File: src/rtl/branch_resolve_unit_pkg.sv
// Shared types for the branch resolve unit: FSM states, shadow entry layout
// and sequential-PC helper.
package branch_resolve_unit_pkg;

  typedef enum logic [1:0] {
    RUN      = 2'd0,
    REDIRECT = 2'd1,
    DRAIN    = 2'd2
  } bru_state_e;

  typedef struct packed {
    logic        valid;
    logic [31:0] pc;
    logic        hit;
    logic [31:0] target;
  } shadow_entry_t;

  localparam logic [31:0] PC_INC = 32'd4;

  // Fall-through PC; wraps mod 2^32 by construction of the 32-bit sum.
  function automatic logic [31:0] next_seq_pc(input logic [31:0] pc);
    return pc + PC_INC;
  endfunction

endpackage

File: src/rtl/branch_resolve_unit_if.sv
// Fetch/execute/update bundle of the branch resolve unit; the pipeline side
// is master, the resolve unit is slave.
interface branch_resolve_unit_if #(
  parameter int CNT_W = 32
);
  logic             stall;
  logic             ext_flush;
  logic             if_valid;
  logic [31:0]      if_PC;
  logic             if_BTB_hit;
  logic [31:0]      if_BTB_PC;
  logic             ex_valid;
  logic [31:0]      ex_PC;
  logic             ex_is_branch;
  logic             ex_taken;
  logic [31:0]      ex_target;
  logic             redirect;
  logic [31:0]      redirect_PC;
  logic             flush_out;
  logic [31:0]      upd_PC;
  logic [31:0]      upd_dest;
  logic             upd_is_branch;
  logic             upd_taken;
  logic             sync_error;
  logic [CNT_W-1:0] branch_cnt;
  logic [CNT_W-1:0] mispred_cnt;

  modport master (
    output stall, ext_flush,
    output if_valid, if_PC, if_BTB_hit, if_BTB_PC,
    output ex_valid, ex_PC, ex_is_branch, ex_taken, ex_target,
    input  redirect, redirect_PC, flush_out,
    input  upd_PC, upd_dest, upd_is_branch, upd_taken,
    input  sync_error, branch_cnt, mispred_cnt
  );

  modport slave (
    input  stall, ext_flush,
    input  if_valid, if_PC, if_BTB_hit, if_BTB_PC,
    input  ex_valid, ex_PC, ex_is_branch, ex_taken, ex_target,
    output redirect, redirect_PC, flush_out,
    output upd_PC, upd_dest, upd_is_branch, upd_taken,
    output sync_error, branch_cnt, mispred_cnt
  );

endinterface

File: src/rtl/branch_resolve_unit_pred_shadow_pipe.sv
// Shift register carrying BTB predictions from fetch to EX; flush clears all,
// squash clears all but still captures the current fetch into entry 0.
module pred_shadow_pipe
  import branch_resolve_unit_pkg::*;
#(
  parameter int DEPTH = 2
) (
  input  logic          clk,
  input  logic          rst,
  input  logic          stall,
  input  logic          flush,
  input  logic          squash,
  input  shadow_entry_t in_entry,
  output shadow_entry_t head
);

  shadow_entry_t sh [DEPTH];

  always_ff @(posedge clk or negedge rst) begin
    if (!rst) begin
      for (int i = 0; i < DEPTH; i++) sh[i] <= '0;
    end else if (flush) begin
      for (int i = 0; i < DEPTH; i++) sh[i] <= '0;
    end else if (squash) begin
      // Squash ignores stall: the redirect edge must always clear wrong-path state.
      sh[0] <= in_entry;
      for (int i = 1; i < DEPTH; i++) sh[i] <= '0;
    end else if (!stall) begin
      sh[0] <= in_entry;
      for (int i = 1; i < DEPTH; i++) sh[i] <= sh[i-1];
    end
  end

  assign head = sh[DEPTH-1];

endmodule

File: src/rtl/branch_resolve_unit.sv
// Compares the carried BTB prediction with the EX outcome, issues redirects,
// drives BTB updates and keeps saturating branch/mispredict counters.
module branch_resolve_unit
  import branch_resolve_unit_pkg::*;
#(
  parameter int RESOLVE_DEPTH = 2,
  parameter int CNT_W         = 32
) (
  input  logic                 clk,
  input  logic                 rst,
  branch_resolve_unit_if.slave bus
);

  localparam int DW = $clog2(RESOLVE_DEPTH + 1);

  bru_state_e       state;
  logic [DW-1:0]    drain_cnt;
  shadow_entry_t    in_entry;
  shadow_entry_t    head;

  logic             resolve;
  logic             mispredict;
  logic [31:0]      seq_pc;
  logic [31:0]      pred_pc;
  logic [31:0]      actual_pc;
  logic             actual_taken;

  logic             redirect_q;
  logic [31:0]      redirect_pc_q;
  logic [31:0]      upd_pc_q;
  logic [31:0]      upd_dest_q;
  logic             upd_is_branch_q;
  logic             upd_taken_q;
  logic             sync_error_q;
  logic [CNT_W-1:0] branch_cnt_q;
  logic [CNT_W-1:0] mispred_cnt_q;

  assign in_entry = '{valid:  bus.if_valid,
                      pc:     bus.if_PC,
                      hit:    bus.if_BTB_hit,
                      target: bus.if_BTB_PC};

  pred_shadow_pipe #(
    .DEPTH (RESOLVE_DEPTH)
  ) u_shadow (
    .clk      (clk),
    .rst      (rst),
    .stall    (bus.stall),
    .flush    (bus.ext_flush),
    .squash   (state == REDIRECT),
    .in_entry (in_entry),
    .head     (head)
  );

  assign resolve      = bus.ex_valid & ~bus.stall & (state == RUN) & ~bus.ext_flush;
  assign seq_pc       = next_seq_pc(bus.ex_PC);
  assign actual_taken = bus.ex_is_branch & bus.ex_taken;
  // An invalid head behaves as a BTB miss.
  assign pred_pc      = (head.valid & head.hit) ? head.target : seq_pc;
  assign actual_pc    = actual_taken ? bus.ex_target : seq_pc;
  assign mispredict   = resolve & (pred_pc != actual_pc);

  always_ff @(posedge clk or negedge rst) begin
    if (!rst) begin
      state           <= RUN;
      drain_cnt       <= '0;
      redirect_q      <= 1'b0;
      redirect_pc_q   <= '0;
      upd_pc_q        <= '0;
      upd_dest_q      <= '0;
      upd_is_branch_q <= 1'b0;
      upd_taken_q     <= 1'b0;
      sync_error_q    <= 1'b0;
      branch_cnt_q    <= '0;
      mispred_cnt_q   <= '0;
    end else begin
      redirect_q      <= mispredict;
      redirect_pc_q   <= mispredict ? actual_pc : '0;
      upd_pc_q        <= resolve ? bus.ex_PC : '0;
      upd_dest_q      <= resolve ? bus.ex_target : '0;
      upd_is_branch_q <= resolve & bus.ex_is_branch;
      upd_taken_q     <= resolve & actual_taken;

      if (resolve && head.valid && (head.pc != bus.ex_PC))
        sync_error_q <= 1'b1;
      if (resolve && bus.ex_is_branch && (branch_cnt_q != '1))
        branch_cnt_q <= branch_cnt_q + CNT_W'(1);
      if (mispredict && (mispred_cnt_q != '1))
        mispred_cnt_q <= mispred_cnt_q + CNT_W'(1);

      if (bus.ext_flush) begin
        state     <= RUN;
        drain_cnt <= '0;
      end else begin
        case (state)
          RUN: begin
            if (mispredict) state <= REDIRECT;
          end
          REDIRECT: begin
            state     <= DRAIN;
            drain_cnt <= DW'(RESOLVE_DEPTH);
          end
          DRAIN: begin
            // Wrong-path EX slots are skipped only on cycles the pipe advances.
            if (!bus.stall) begin
              drain_cnt <= drain_cnt - DW'(1);
              if (drain_cnt <= DW'(1)) state <= RUN;
            end
          end
          default: state <= RUN;
        endcase
      end
    end
  end

  assign bus.redirect      = redirect_q;
  assign bus.flush_out     = redirect_q;
  assign bus.redirect_PC   = redirect_pc_q;
  assign bus.upd_PC        = upd_pc_q;
  assign bus.upd_dest      = upd_dest_q;
  assign bus.upd_is_branch = upd_is_branch_q;
  assign bus.upd_taken     = upd_taken_q;
  assign bus.sync_error    = sync_error_q;
  assign bus.branch_cnt    = branch_cnt_q;
  assign bus.mispred_cnt   = mispred_cnt_q;

endmodule
File: src/flat_wrapper.sv
// flat-port wrapper written by rule: the top's interface ports become plain ports
module branch_resolve_unit_flat import branch_resolve_unit_pkg::*;
#(
  parameter int RESOLVE_DEPTH = 2,
  parameter int CNT_W         = 32
)
  (clk, rst, bus_stall, bus_ext_flush, bus_if_valid, bus_if_PC, bus_if_BTB_hit, bus_if_BTB_PC, bus_ex_valid, bus_ex_PC, bus_ex_is_branch, bus_ex_taken, bus_ex_target, bus_redirect, bus_redirect_PC, bus_flush_out, bus_upd_PC, bus_upd_dest, bus_upd_is_branch, bus_upd_taken, bus_sync_error, bus_branch_cnt, bus_mispred_cnt);
  branch_resolve_unit_if #(.CNT_W(CNT_W)) bus_i ();
  input  logic clk;
  input  logic rst;
  input wire logic [$bits(bus_i.stall)-1:0] bus_stall;
  input wire logic [$bits(bus_i.ext_flush)-1:0] bus_ext_flush;
  input wire logic [$bits(bus_i.if_valid)-1:0] bus_if_valid;
  input wire logic [$bits(bus_i.if_PC)-1:0] bus_if_PC;
  input wire logic [$bits(bus_i.if_BTB_hit)-1:0] bus_if_BTB_hit;
  input wire logic [$bits(bus_i.if_BTB_PC)-1:0] bus_if_BTB_PC;
  input wire logic [$bits(bus_i.ex_valid)-1:0] bus_ex_valid;
  input wire logic [$bits(bus_i.ex_PC)-1:0] bus_ex_PC;
  input wire logic [$bits(bus_i.ex_is_branch)-1:0] bus_ex_is_branch;
  input wire logic [$bits(bus_i.ex_taken)-1:0] bus_ex_taken;
  input wire logic [$bits(bus_i.ex_target)-1:0] bus_ex_target;
  output wire logic [$bits(bus_i.redirect)-1:0] bus_redirect;
  output wire logic [$bits(bus_i.redirect_PC)-1:0] bus_redirect_PC;
  output wire logic [$bits(bus_i.flush_out)-1:0] bus_flush_out;
  output wire logic [$bits(bus_i.upd_PC)-1:0] bus_upd_PC;
  output wire logic [$bits(bus_i.upd_dest)-1:0] bus_upd_dest;
  output wire logic [$bits(bus_i.upd_is_branch)-1:0] bus_upd_is_branch;
  output wire logic [$bits(bus_i.upd_taken)-1:0] bus_upd_taken;
  output wire logic [$bits(bus_i.sync_error)-1:0] bus_sync_error;
  output wire logic [$bits(bus_i.branch_cnt)-1:0] bus_branch_cnt;
  output wire logic [$bits(bus_i.mispred_cnt)-1:0] bus_mispred_cnt;
  assign bus_i.stall = bus_stall;
  assign bus_i.ext_flush = bus_ext_flush;
  assign bus_i.if_valid = bus_if_valid;
  assign bus_i.if_PC = bus_if_PC;
  assign bus_i.if_BTB_hit = bus_if_BTB_hit;
  assign bus_i.if_BTB_PC = bus_if_BTB_PC;
  assign bus_i.ex_valid = bus_ex_valid;
  assign bus_i.ex_PC = bus_ex_PC;
  assign bus_i.ex_is_branch = bus_ex_is_branch;
  assign bus_i.ex_taken = bus_ex_taken;
  assign bus_i.ex_target = bus_ex_target;
  assign bus_redirect = bus_i.redirect;
  assign bus_redirect_PC = bus_i.redirect_PC;
  assign bus_flush_out = bus_i.flush_out;
  assign bus_upd_PC = bus_i.upd_PC;
  assign bus_upd_dest = bus_i.upd_dest;
  assign bus_upd_is_branch = bus_i.upd_is_branch;
  assign bus_upd_taken = bus_i.upd_taken;
  assign bus_sync_error = bus_i.sync_error;
  assign bus_branch_cnt = bus_i.branch_cnt;
  assign bus_mispred_cnt = bus_i.mispred_cnt;
  branch_resolve_unit #(.RESOLVE_DEPTH(RESOLVE_DEPTH), .CNT_W(CNT_W)) u_core (.clk(clk), .rst(rst), .bus(bus_i));
endmodule
File: config.mk
export PLATFORM = sky130hd
export DESIGN_NAME = branch_resolve_unit_flat
export DESIGN_NICKNAME = d
export VERILOG_FILES = /design/src/rtl/branch_resolve_unit_pkg.sv /design/src/rtl/branch_resolve_unit_if.sv /design/src/rtl/branch_resolve_unit_pred_shadow_pipe.sv /design/src/rtl/branch_resolve_unit.sv /design/src/flat_wrapper.sv
export SDC_FILE = /design/constraint.sdc
export NUM_CORES = 1
export LEC_CHECK = 0
export ABC_AREA = 1
export CAP_MARGIN = 20
export CORE_UTILIZATION = 35
export CTS_CLUSTER_SIZE = 28
export DETAILED_ROUTE_END_ITERATION = 7
export MAX_ROUTING_LAYER = met4
export REMOVE_ABC_BUFFERS = 1
export SYNTH_ARGS = -nofsm -noshare
export SYNTH_HDL_FRONTEND = slang
export SYNTH_HIERARCHICAL = 1
export SYNTH_SLANG_ARGS = --single-unit
File: constraint.sdc
create_clock -name clk -period 7.1 [get_ports clk]
set_input_delay 0.71 -clock clk [delete_from_list [all_inputs] [get_ports clk]]
set_output_delay 0.71 -clock clk [all_outputs]
set_load 0.005 [all_outputs]
==> metrics.txt <==
outcome finished, final reports clean; Worst Reg-to-Reg Cells 10; Final Hold Fails 0; critical path's slowest cell nand2_2; post-CTS setup buffer count 0; Area Overhead vs Synth 25.3%; Worst Path Arrival 4.88 ns; clock-pin slew on the worst setup and hold paths 0.08 ns; Hold Path Class in -> async; initial antenna violation count 8; Routability Congestion 0.903; fin nets 2559; Worst R2R Start u_core/u_shadow/head[65]; reg-to-reg endpoint u_core/bus.redirect_PC[26]; row count 78; Detail Placement HPWL 38400 µm; worst path cell trace clkdlybuf4s50_1 -> ha_1 -> nand2_1 -> nor2_1 -> nand2_1 -> nor2_1 -> nand2_1 -> nand2_1 -> nand3_1 -> nand2_1 -> inv_2 -> nand2_1 -> nand2_1 -> nor2_1 -> nand2_1 -> nor2_1 -> nand3_2 -> nand2_2 -> nor2_1; Cells after DPL 2981; worst setup path category in -> reg; Async SR Flop Fraction 100%; Tot GR Track Use a little under a quarter; final WL 53700 µm; post-synthesis average cell area 7.36 µm²; most common flop cell mapped by yosys dfrtp_1; measured slew at the worst slew-check pin 1.12 ns; Cell Area, Synth 16400 µm²; EDFF count, synth 0; Critical Path Source Type input pin; crit path launch bus_ex_PC[3]; 1st-iter DRT viols ~1400; final non-filler cell area 20500 µm²; layout cells sized above 1 5.20%; Max Slew Vio Count 0; leakage power total slightly above 10 nW; PD cells 211 nW/µm²; max-cap viol count 0; synthesis-stage register bit count 300; Max Clk Rate 0.223 GHz; RSZ-0062 raised after global routing no; wire per inst approximately 18 µm; CTS tree yes; CORE AREA ~46000 µm²; Initial Utilization 35.8%; Post-Synthesis Cells 2227; DIE AREA 47700 µm²; maximum VDD drop 0.132 mV; worst skew pair latency 0.57 ns; CP Max Fanout 35; Die W 218 µm; R2R Setup Slk roughly 2.7 ns; Setup crit end kind flop; Most Frequent Cell on Critical Path nand2_1; CTS Buffer Depth 3; Final Critical Period around 4.5 ns; Non-Filler Instances 3052; via count 15050; Yosys warnings 6; Via density around 5; first-pass GRT wire length 82800 µm; Post-CTS Resized 0; endpoints failing setup 0; Placement Cell Area 19300 µm²; H-tree levels 2; Yosys cell types 41; # IOs 302; crit-path max cell delay 0.98 ns; antenna viol nets, final 0; setup tns final 0 ns; sequential-to-total area share from yosys stat 45.8%; IO buf count 301; critical path data required time 7.49 ns; drt drc 0; Pre-antenna DRT Iters 6; Sink Count 300; Worst Clk Skew about 0.034 ns; vias in the first global route 14528; largest net degree at the start of global routing 137; total global routing overflow 0; Tcrit/Tclk final 63.2%; final core occ 44.9%; CTS buffer count 35; Root Buffer clkbuf_16; cts hold-fix bufs 0; slew margin rel. 25.4%; Die H 218 µm
## placed cells by master (no fill, tap or decap), types with 2 or more instances in the layout
cell type,synthesis,layout
clkbuf_16,0,36
ha_1,4,4
clkdlybuf4s50_1,0,298
inv_2,6,6
clkbuf_8,0,9
xor2_1,51,51
clkinv_2,0,6
buf_12,0,2
nor3b_1,2,2
xnor2_1,47,47
buf_4,73,14
nand4_1,57,57
nor2_1,388,388
nand3_1,174,174
nor3_1,30,30
o211ai_1,2,2
nand2_1,642,639
and2_1,2,2
nor4_1,16,16
o21ai_1,15,15
clkinv_1,3,3
inv_1,192,192
clkbuf_1,40,5
or2_2,21,21
a21oi_1,3,3
o21ai_0,81,81
bufinv_16,0,2
diode_2,0,9
nor2_4,8,8
nand2_2,3,6
dfrtp_1,300,300
nor2_2,6,6
## how the worst max path moves through the flow
| stage | end | slack [ns] | cells after the start |
|---|---|---|---|
| CTS | u_core/bus.redirect_PC[13] | 2.66 | 19 |
| global placement | u_core/bus.redirect_PC[16] | 2.20 | 19 |
| floorplan | u_core/bus.redirect_PC[16] | 2.50 | 12 |
| finish | u_core/bus.redirect_PC[26] | 2.62 | 19 |
| global route | u_core/bus.redirect_PC[13] | 2.30 | 19 |
| detailed placement | u_core/bus.redirect_PC[13] | 2.07 | 19 |
## registers in the layout (all words and copies together) (netlist names)
register	count
u_core/u_shadow/head	66
u_core/u_shadow/sh	66
u_core/bus.branch_cnt	32
u_core/bus.mispred_cnt	32
u_core/bus.redirect_PC	32
u_core/bus.upd_PC	32
u_core/bus.upd_dest	32
u_core/drain_cnt	2
u_core/state	2
u_core/bus.flush_out	1
u_core/bus.sync_error	1
u_core/bus.upd_is_branch	1
u_core/bus.upd_taken	1
## layer usage
metal	global-route usage (%)	vias up	wire, µm
met5	-	-	0
met4	8.39	0	1180
met3	3.27	69	3220
met2	35.3	507	24600
met1	31.1	7201	24700
li1	-	7273	-
## power breakdown
group | internal, mW | switching, mW
logic | 0.257 | 0.349
clock network | 1.10 | 0.759
registers | 1.80 | 0.0764
## metrics by stage
step	hold WS (ns)	total power, mW	worst slack (ns)
CTS	0.198	4.40	2.66
detailed placement	0.458	2.51	2.07
global placement	0.456	2.50	2.20
global route	0.247	4.53	2.30
floorplan	0.414	2.17	2.50
finish	0.191	4.34	2.62
## Yosys cell counts (2+ instances only)
master	instances	area share, %
nor2_2	6	0.23
o211ai_1	2	0.092
inv_1	192	4.4
and2_1	2	0.076
nor3b_1	2	0.092
o21ai_0	81	2.5
xnor2_1	47	2.5
ha_1	4	0.31
nand4_1	57	2.2
inv_2	6	0.14
buf_2	36	1.1
o21ai_1	15	0.46
nor3_1	30	0.92
buf_6	4	0.27
nand2_2	3	0.11
buf_4	73	3.3
nor2_1	388	8.9
nor2_4	8	0.55
nor4_1	16	0.61
nand3_1	174	5.3
nand2_1	642	15
buf_1	8	0.18
clkbuf_1	40	0.92
xor2_1	51	2.7
dfrtp_1	300	46
or2_2	21	0.80
clkinv_1	3	0.069
a21oi_1	3	0.092
## layout make-up
type,instances,area (µm²)
clock inverter,12,131
antenna,9,22.5
clock buffer,50,1040
tap,600,751
inverter,201,754
sequential,300,7510
timing repair buffer,316,3150
fill,4709,25200
multi-input combinational,1564,7190
## cells by family (layout without fill, tap and decap cells)
group	after synthesis	after routing	synth area share, %
and+or+nand+nor	1354	1354	34.8
buffers and inverters	363	579	10.4
DFF	300	300	45.8
AOI/OAI and AO/OA	108	108	3.47
xor gates and xnor gates	98	98	5.23
adders and majority gates	4	4	0.305
other	0	9	0
## worst max-delay path, delay by kind of cell
kind / cells / cell delay [ns]
and+or+nand+nor: 16 / 3.21
buffers and inverters: 2 / 0.66
adders and majority gates: 1 / 0.28
Power figures use the tool's default switching activity.
